$ cat src/rtl/u_pulse_monitor.sv
`timescale 1ns/1ps
`default_nettype none
// ============================================================================
// Module      : u_pulse_monitor
// Description : Measures the number of clock cycles between consecutive U=1
//               samples and queues each interval in a small result FIFO.
//               Optional macro PULSE_MON_DROP_CNT_EN adds a saturating
//               drop_count output.
// Revision    : 1.0 - initial release
// ============================================================================
module u_pulse_monitor #(
  parameter int CNT_W      = 8,
  parameter int FIFO_DEPTH = 4
) (
  input  logic             clock,
  input  logic             reset,
  input  logic             U,
  output logic             out_valid,
  input  logic             out_ready,
  output logic [CNT_W-1:0] out_data,
  output logic [15:0]      pulse_count,
  output logic             overflow
`ifdef PULSE_MON_DROP_CNT_EN
  ,
  output logic [7:0]       drop_count
`endif
);

  localparam int                 c_PTR_W   = $clog2(FIFO_DEPTH);
  localparam logic [CNT_W-1:0]   c_CNT_ONE = CNT_W'(1);
  localparam logic [CNT_W-1:0]   c_CNT_MAX = {CNT_W{1'b1}};
  localparam logic [c_PTR_W:0]   c_PTR_ONE = (c_PTR_W + 1)'(1);

  typedef enum logic [0:0] {
    WAIT_FIRST = 1'b0,
    MEASURE    = 1'b1
  } state_t;

  state_t             r_state;
  state_t             w_state_nxt;
  logic [CNT_W-1:0]   r_cnt;
  logic [CNT_W-1:0]   w_cnt_nxt;
  logic               w_result_push;

  logic [CNT_W-1:0]   r_mem [FIFO_DEPTH];
  logic [c_PTR_W:0]   r_wr_ptr;
  logic [c_PTR_W:0]   r_rd_ptr;
  logic [c_PTR_W-1:0] w_wr_idx;
  logic [c_PTR_W-1:0] w_rd_idx;
  logic               w_empty;
  logic               w_full;
  logic               w_pop;
  logic               w_wr_en;
  logic               w_drop;

  logic [15:0]        r_pulse_count;
  logic               r_overflow;

  // ------------------------------------------------------------------------
  // Interval measurement FSM
  // ------------------------------------------------------------------------
  always_ff @(posedge clock or posedge reset) begin
    if (reset) begin
      r_state <= WAIT_FIRST;
      r_cnt   <= '0;
    end else begin
      r_state <= w_state_nxt;
      r_cnt   <= w_cnt_nxt;
    end
  end

  always_comb begin
    w_state_nxt   = r_state;
    w_cnt_nxt     = r_cnt;
    w_result_push = 1'b0;
    case (r_state)
      WAIT_FIRST: begin
        if (U) begin
          w_state_nxt = MEASURE;
          w_cnt_nxt   = c_CNT_ONE;
        end
      end
      MEASURE: begin
        if (U) begin
          w_result_push = 1'b1;
          w_cnt_nxt     = c_CNT_ONE;
        end else if (r_cnt != c_CNT_MAX) begin
          w_cnt_nxt = r_cnt + c_CNT_ONE;
        end
      end
      default: begin
        w_state_nxt = WAIT_FIRST;
        w_cnt_nxt   = '0;
      end
    endcase
  end

  // ------------------------------------------------------------------------
  // Result FIFO: pointers carry one extra wrap bit to tell full from empty
  // ------------------------------------------------------------------------
  assign w_wr_idx = r_wr_ptr[c_PTR_W-1:0];
  assign w_rd_idx = r_rd_ptr[c_PTR_W-1:0];
  assign w_empty  = (r_wr_ptr == r_rd_ptr);
  assign w_full   = (w_wr_idx == w_rd_idx) && (r_wr_ptr[c_PTR_W] != r_rd_ptr[c_PTR_W]);
  assign w_pop    = !w_empty && out_ready;
  // When full, a same-cycle pop frees the slot the write lands in.
  assign w_wr_en  = w_result_push && (!w_full || w_pop);
  assign w_drop   = w_result_push && w_full && !w_pop;

  always_ff @(posedge clock or posedge reset) begin
    if (reset) begin
      for (int i = 0; i < FIFO_DEPTH; i++) begin
        r_mem[i] <= '0;
      end
    end else if (w_wr_en) begin
      r_mem[w_wr_idx] <= r_cnt;
    end
  end

  always_ff @(posedge clock or posedge reset) begin
    if (reset) begin
      r_wr_ptr <= '0;
      r_rd_ptr <= '0;
    end else begin
      if (w_wr_en) begin
        r_wr_ptr <= r_wr_ptr + c_PTR_ONE;
      end
      if (w_pop) begin
        r_rd_ptr <= r_rd_ptr + c_PTR_ONE;
      end
    end
  end

  assign out_valid = !w_empty;
  assign out_data  = w_empty ? '0 : r_mem[w_rd_idx];

  // ------------------------------------------------------------------------
  // Status counters
  // ------------------------------------------------------------------------
  always_ff @(posedge clock or posedge reset) begin
    if (reset) begin
      r_pulse_count <= '0;
      r_overflow    <= 1'b0;
    end else begin
      if (U) begin
        r_pulse_count <= r_pulse_count + 16'd1;
      end
      if (w_drop) begin
        r_overflow <= 1'b1;
      end
    end
  end

  assign pulse_count = r_pulse_count;
  assign overflow    = r_overflow;

`ifdef PULSE_MON_DROP_CNT_EN
  logic [7:0] r_drop_count;

  always_ff @(posedge clock or posedge reset) begin
    if (reset) begin
      r_drop_count <= '0;
    end else if (w_drop && (r_drop_count != 8'hFF)) begin
      r_drop_count <= r_drop_count + 8'd1;
    end
  end

  assign drop_count = r_drop_count;
`endif

endmodule
`default_nettype wire

$ cat config.mk
export PLATFORM = sky130hd
export DESIGN_NAME = u_pulse_monitor
export DESIGN_NICKNAME = d
export VERILOG_FILES = /design/src/rtl/u_pulse_monitor.sv
export SDC_FILE = /design/constraint.sdc
export NUM_CORES = 1
export LEC_CHECK = 0
export ABC_AREA = 1
export BUFFER_PORTS_ARGS = -buffer_cell sky130_fd_sc_hd__buf_4
export CAP_MARGIN = 30
export CORE_ASPECT_RATIO = 0.9
export CORE_UTILIZATION = 55
export CTS_CLUSTER_DIAMETER = 60
export DETAILED_ROUTE_END_ITERATION = 6
export GPL_TIMING_DRIVEN = 0
export PLACE_DENSITY = 0.75
export REMOVE_ABC_BUFFERS = 1
export SLEW_MARGIN = 5
export SYNTH_ARGS = -nofsm -noshare
export SYNTH_HDL_FRONTEND = slang
export SYNTH_SLANG_ARGS = --single-unit
export TNS_END_PERCENT = 5
$ cat constraint.sdc
create_clock -name clock -period 2.5 [get_ports clock]
set_input_delay 0.75 -clock clock [delete_from_list [all_inputs] [get_ports clock]]
set_output_delay 0.75 -clock clock [all_outputs]
set_load 0.02 [all_outputs]
# --- Word-level counts from Yosys, hierarchy flattened ---
# Index checks and enable logic that the tools add are counted.
word_totals:
  reg_bits: 64
  input_bits: 4
  output_inout_bits: 26
  elab_cells: 51
op_classes:
  n_addsub: 4
  magnitude_cmp: 3
  eq_ne: 6
  muxes: 14
  bitwise_logic: 3
  reduce_logical: 11
op_table:
  columns: ["operator", "n"]
  rows:
  - ["$mux 8", 7]
  - ["$bwmux 32", 1]
  - ["$add 16x1->16 const B", 1]
  - ["$bmux 8 s2", 1]
  - ["$demux 8 s2", 1]
  - ["$pmux 8 s2", 1]
  - ["$add 8x1->8 const B", 1]
  - ["$ne 8x8->1 const B", 1]
  - ["$add 3x1->3 const B", 2]
  - ["$ge 3x3->1 const B", 2]
  - ["$logic_and 1x1->1", 6]
  - ["$not 2->3", 2]
  - ["$eq 3x3->1", 1]
  - ["$logic_not 1->1", 3]
  - ["$lt 3x1->1 const B", 1]
  - ["$mux 1", 3]
  - ["$ne 3x2->1 const B", 1]
  - ["$eq 2x2->1", 1]
  - ["$ne 2x2->1 const B", 1]
  - ["$reduce_and 2->1", 1]
  - ["$logic_or 1x1->1", 1]
  - ["$ne 1x1->1", 1]
  - ["$not 1->1", 1]

# --- Longest topological paths before layout ---
depth:
  ltp_word: 6
  depth_mapped: 10
  depth_no_buf: 8

# --- Worst setup path after synthesis ---
# OpenSTA, ideal clock, no wires.
synth_path:
  path_kind: "register to output"
  start: "register r_rd_ptr[0]"
  end: "output port out_data[0]"
  arrival_ns: 1.258
  required_ns: 1.750
  setup_slack_ns: 0.492
  path_stages_with_launch: 10
  n_path_buf: 2
  cell_sequence: "dfrtp_1 > buf_6 > inv_4 > nand2_2 > nand2_2 > nor2_4 > nand2_1 > buf_2 > nand2_1 > inv_1"
synth_via:
  elab_chain_len: 5
  word_cells_on_any_way: 6
  cone_classes: "eq/ne (1); mux (4); bitwise (1)"
synth_rtl:
  columns: ["item", "line", "source"]
  rows:
  - ["start, declared", "47", "logic [c_PTR_W:0] r_rd_ptr;"]
  - ["start signal, assigned", "129", "r_rd_ptr <= r_rd_ptr + c_PTR_ONE;"]
  - ["$not 2->3 (not written as such)", "135", "assign out_data = w_empty ? '0 : r_mem[w_rd_idx];"]
  - ["$bmux 8 s2", "135", null]
  - ["$mux 8 (not written as such) (2 in a row)", "135", null]
  - ["$mux 8 *", "135", null]
  - ["end, declared", "20", "output logic [CNT_W-1:0] out_data,"]
# Every way passes the cells marked *; elsewhere a longest branch is shown, timed or not. The select of a mux whose other input is x is not followed.

# --- Worst setup path after layout ---
layout_path:
  start: "register r_rd_ptr[0]"
  end: "output port out_data[7]"
# Same word-level chain as after synthesis.

==> impl_metrics.tcl <==
set metrics [dict create \
    run_status "completed" \
    final_util_pct 66.4 \
    grt_max_degree 65 \
    slew_headroom_pct 48.5 \
    clockBufferDepth 2 \
    setup_viol 0 \
    rsz0062_at_grt "false" \
    worstPathMaxFanout 18 \
    drv_slew 0 \
    yosysTopAreaCell "dfrtp_1" \
    coreArea_um2 5790 \
    wirelength_mm 7.57 \
    synth.most_common_cell "nand2_1" \
    grt.overflow.total 0 \
    htree_levels 3 \
    r2r_slack_ns 0.46 \
    synth_cell_types 26 \
    drt_iter0_markers 270 \
    cts_tree "yes" \
    synth_common_cells "136 x nand2_1, 64 x dfrtp_1, 43 x inv_1" \
    min_path_cells 2 \
    synth_area_per_cell_um2 7.81 \
    clk_latency_ns 0.35 \
    timing.hold.ws_ns 0.469 \
    yosys_warnings 0 \
    worstHoldPathType "reg2reg" \
    synth_seq_area_share_pct 47.3 \
    cts_hold_buffers 0 \
    netlist.area_leader.share_pct 47.3 \
    synth_edf_count 0 \
    port_buffers 29 \
    wl_per_cell_um 14.2 \
    async_flop_share_pct 100 \
    startpoint_type "register" \
    synthCells 433 \
    antenna_found_initial 0 \
    fmax_mhz 415 \
    pin_count 30 \
    post-route-period-util_pct 96.3 \
    ys.flop_type "dfrtp_1" \
    fp.dieW_um 84.7 \
    grt_pass1_vias 2720 \
    synth_area_um2 3380 \
    rr_startpoint "r_rd_ptr[0]$_DFFE_PP0P_" \
    power_leakage_nw 2.10 \
    syn2layout_area_growth_pct 13.7 \
    dr.pass1.iters 7 \
    antenna_cells 0 \
    rows 26 \
    dieArea_um2 6470 \
    root_buffer "clkbuf_8" \
    fin_nets 470 \
    grt_usage_pct 26.1 \
    crit_required_ns 1.75 \
    grt_pass1_wl_mm 13.0 \
    antenna_left 0 \
    skew_ns 0.00872 \
    hpwl_mm 4.87 \
    vias 2956 \
    end_kind "output pin" \
    drive_gt1_share_pct 15.1 \
    hold_violations 0 \
    path_clk_slew_ns 0.07 \
    post_drt_via_cell_ratio 5.55 \
    fp.dieH_um 76.4 \
    arrival_ns 1.66 \
    start_util_pct 58.4 \
    worstHoldStart "r_mem[17]$_DFFE_PP0P_" \
    clock-sinks 64 \
    period_needed_ns 2.41 \
    cts_made_buffers 9 \
    min_to "r_mem[17]$_DFFE_PP0P_" \
    synth_area_leaders "dfrtp_1 47%, nand2_1 15%, nand4_1 6.5%" \
    max_cap_viol_count 0 \
    r2r_end "r_mem[28]$_DFFE_PP0P_" \
    path_class "reg2out" \
    reg2reg_depth 8 \
    powerDensity_nw_per_um2 1110 \
    ys_seq_elements 64 \
    irDropWorstVdd_mv 0.691 \
    worst_pin_slew_ns 0.773 \
    gp_congestion 0.872 \
    drc 0 \
]
==> routing by layer <==
layer | wire (um) | vias up | global-route usage [%]
li1 | - | 1460 | -
met1 | 3570 | 1376 | 36.7
met2 | 3430 | 105 | 38.2
met3 | 451 | 15 | 7.91
met4 | 128 | 0 | 9.32
met5 | 0 | - | 0
==> stage by stage <==
stage                     setup WS, ns  std cells  total power, mW  setup TNS [ns]  area (um^2)
final                           0.0920        533             4.27               0         3850
after global placement          -0.741        512             3.20          -53.66         3560
after CTS                       0.0439        531             4.24               0         3830
after detailed placement        -0.212        513             3.24           -1.62         3590
after floorplan                  0.152        413             2.63               0         3250
after global routing           0.00420        533             4.56               0         3850
==> flip-flops by register name, summed over array words and instances (netlist names) <==
| name | flops |
|---|---|
| r_mem | 32 |
| pulse_count | 16 |
| r_cnt | 8 |
| r_rd_ptr | 3 |
| r_wr_ptr | 3 |
| overflow | 1 |
| r_state | 1 |
==> layout make-up <==
class	count	area (um^2)
clock inverter	3	40.0
fill	484	1940
tap	70	87.6
multi-input combinational	302	1480
sequential	64	1610
timing repair buffer	35	283
clock buffer	12	165
inverter	47	186
==> cells in the final DEF (no fill, tap or decap), types with 2 or more instances in the layout <==
| cell type | synthesis | layout |
|---|---|---|
| nor2_1 | 41 | 41 |
| ha_1 | 7 | 7 |
| clkinv_2 | 0 | 2 |
| xor2_1 | 7 | 7 |
| nor2_2 | 4 | 4 |
| nand4_1 | 35 | 35 |
| o22ai_1 | 8 | 8 |
| o21ai_0 | 22 | 22 |
| inv_2 | 3 | 3 |
| nand2_4 | 1 | 2 |
| inv_1 | 43 | 42 |
| clkbuf_8 | 0 | 12 |
| nand2_2 | 4 | 4 |
| dfrtp_1 | 64 | 62 |
| buf_4 | 0 | 34 |
| xnor2_1 | 2 | 2 |
| nand2_1 | 136 | 135 |
| a21oi_1 | 5 | 5 |
| nand3_1 | 24 | 24 |
==> critical path: stages, from the launching register on <==
cell and delay, ns:
dfrtp_4 0.56, inv_8 0.15, nand2_2 0.06, nand2_2 0.08, nor2_4 0.05, nand2_4 0.13, nand2_1 0.08, inv_1 0.06
buf_4 0.13
==> cell families after synthesis <==
group	share of synthesized area, %
AND/OR/NAND/NOR	32.5
buffers and inverters	9.21
flip-flops	47.3
AO/OA/AOI/OAI	6.03
XOR/XNOR	2.33
adder cells (fa/ha/maj)	2.59
==> how the worst max path moves through the flow <==
stage | start | to | slack, ns | cells after the start
5_1_grt | r_rd_ptr[1]$_DFFE_PP0P_ | out_data[1] | 0.004 | 8
3_3_place_gp | reset | r_cnt[4]$_DFFE_PP0P_ | -0.74 | 2
3_5_place_dp | r_rd_ptr[0]$_DFFE_PP0P_ | out_data[7] | -0.21 | 8
6_report | r_rd_ptr[0]$_DFFE_PP0P_ | out_data[7] | 0.09 | 8
4_1_cts | r_rd_ptr[0]$_DFFE_PP0P_ | out_data[7] | 0.04 | 8
2_1_floorplan | reset | overflow$_DFFE_PP0P_ | 0.15 | 1
==> repair_timing <==
| item | 4_1_cts | 5_1_grt |
|---|---|---|
| gates cloned | 0 | 0 |
| resized for setup | 6 | 1 |
| endpoints found under the setup margin | 9 | 7 |
| buffers inserted | 3 | 2 |
==> power by group <==
part | leakage, nW | total, mW | switching [mW] | internal [mW]
Sequential | 0.823 | 1.52 | 0.254 | 1.27
Clock | 0.108 | 0.920 | 0.387 | 0.533
Combinational | 1.17 | 1.84 | 1.17 | 0.668
Total | 2.10 | 4.27 | 1.81 | 2.47
(Power assumes the default switching activity.)
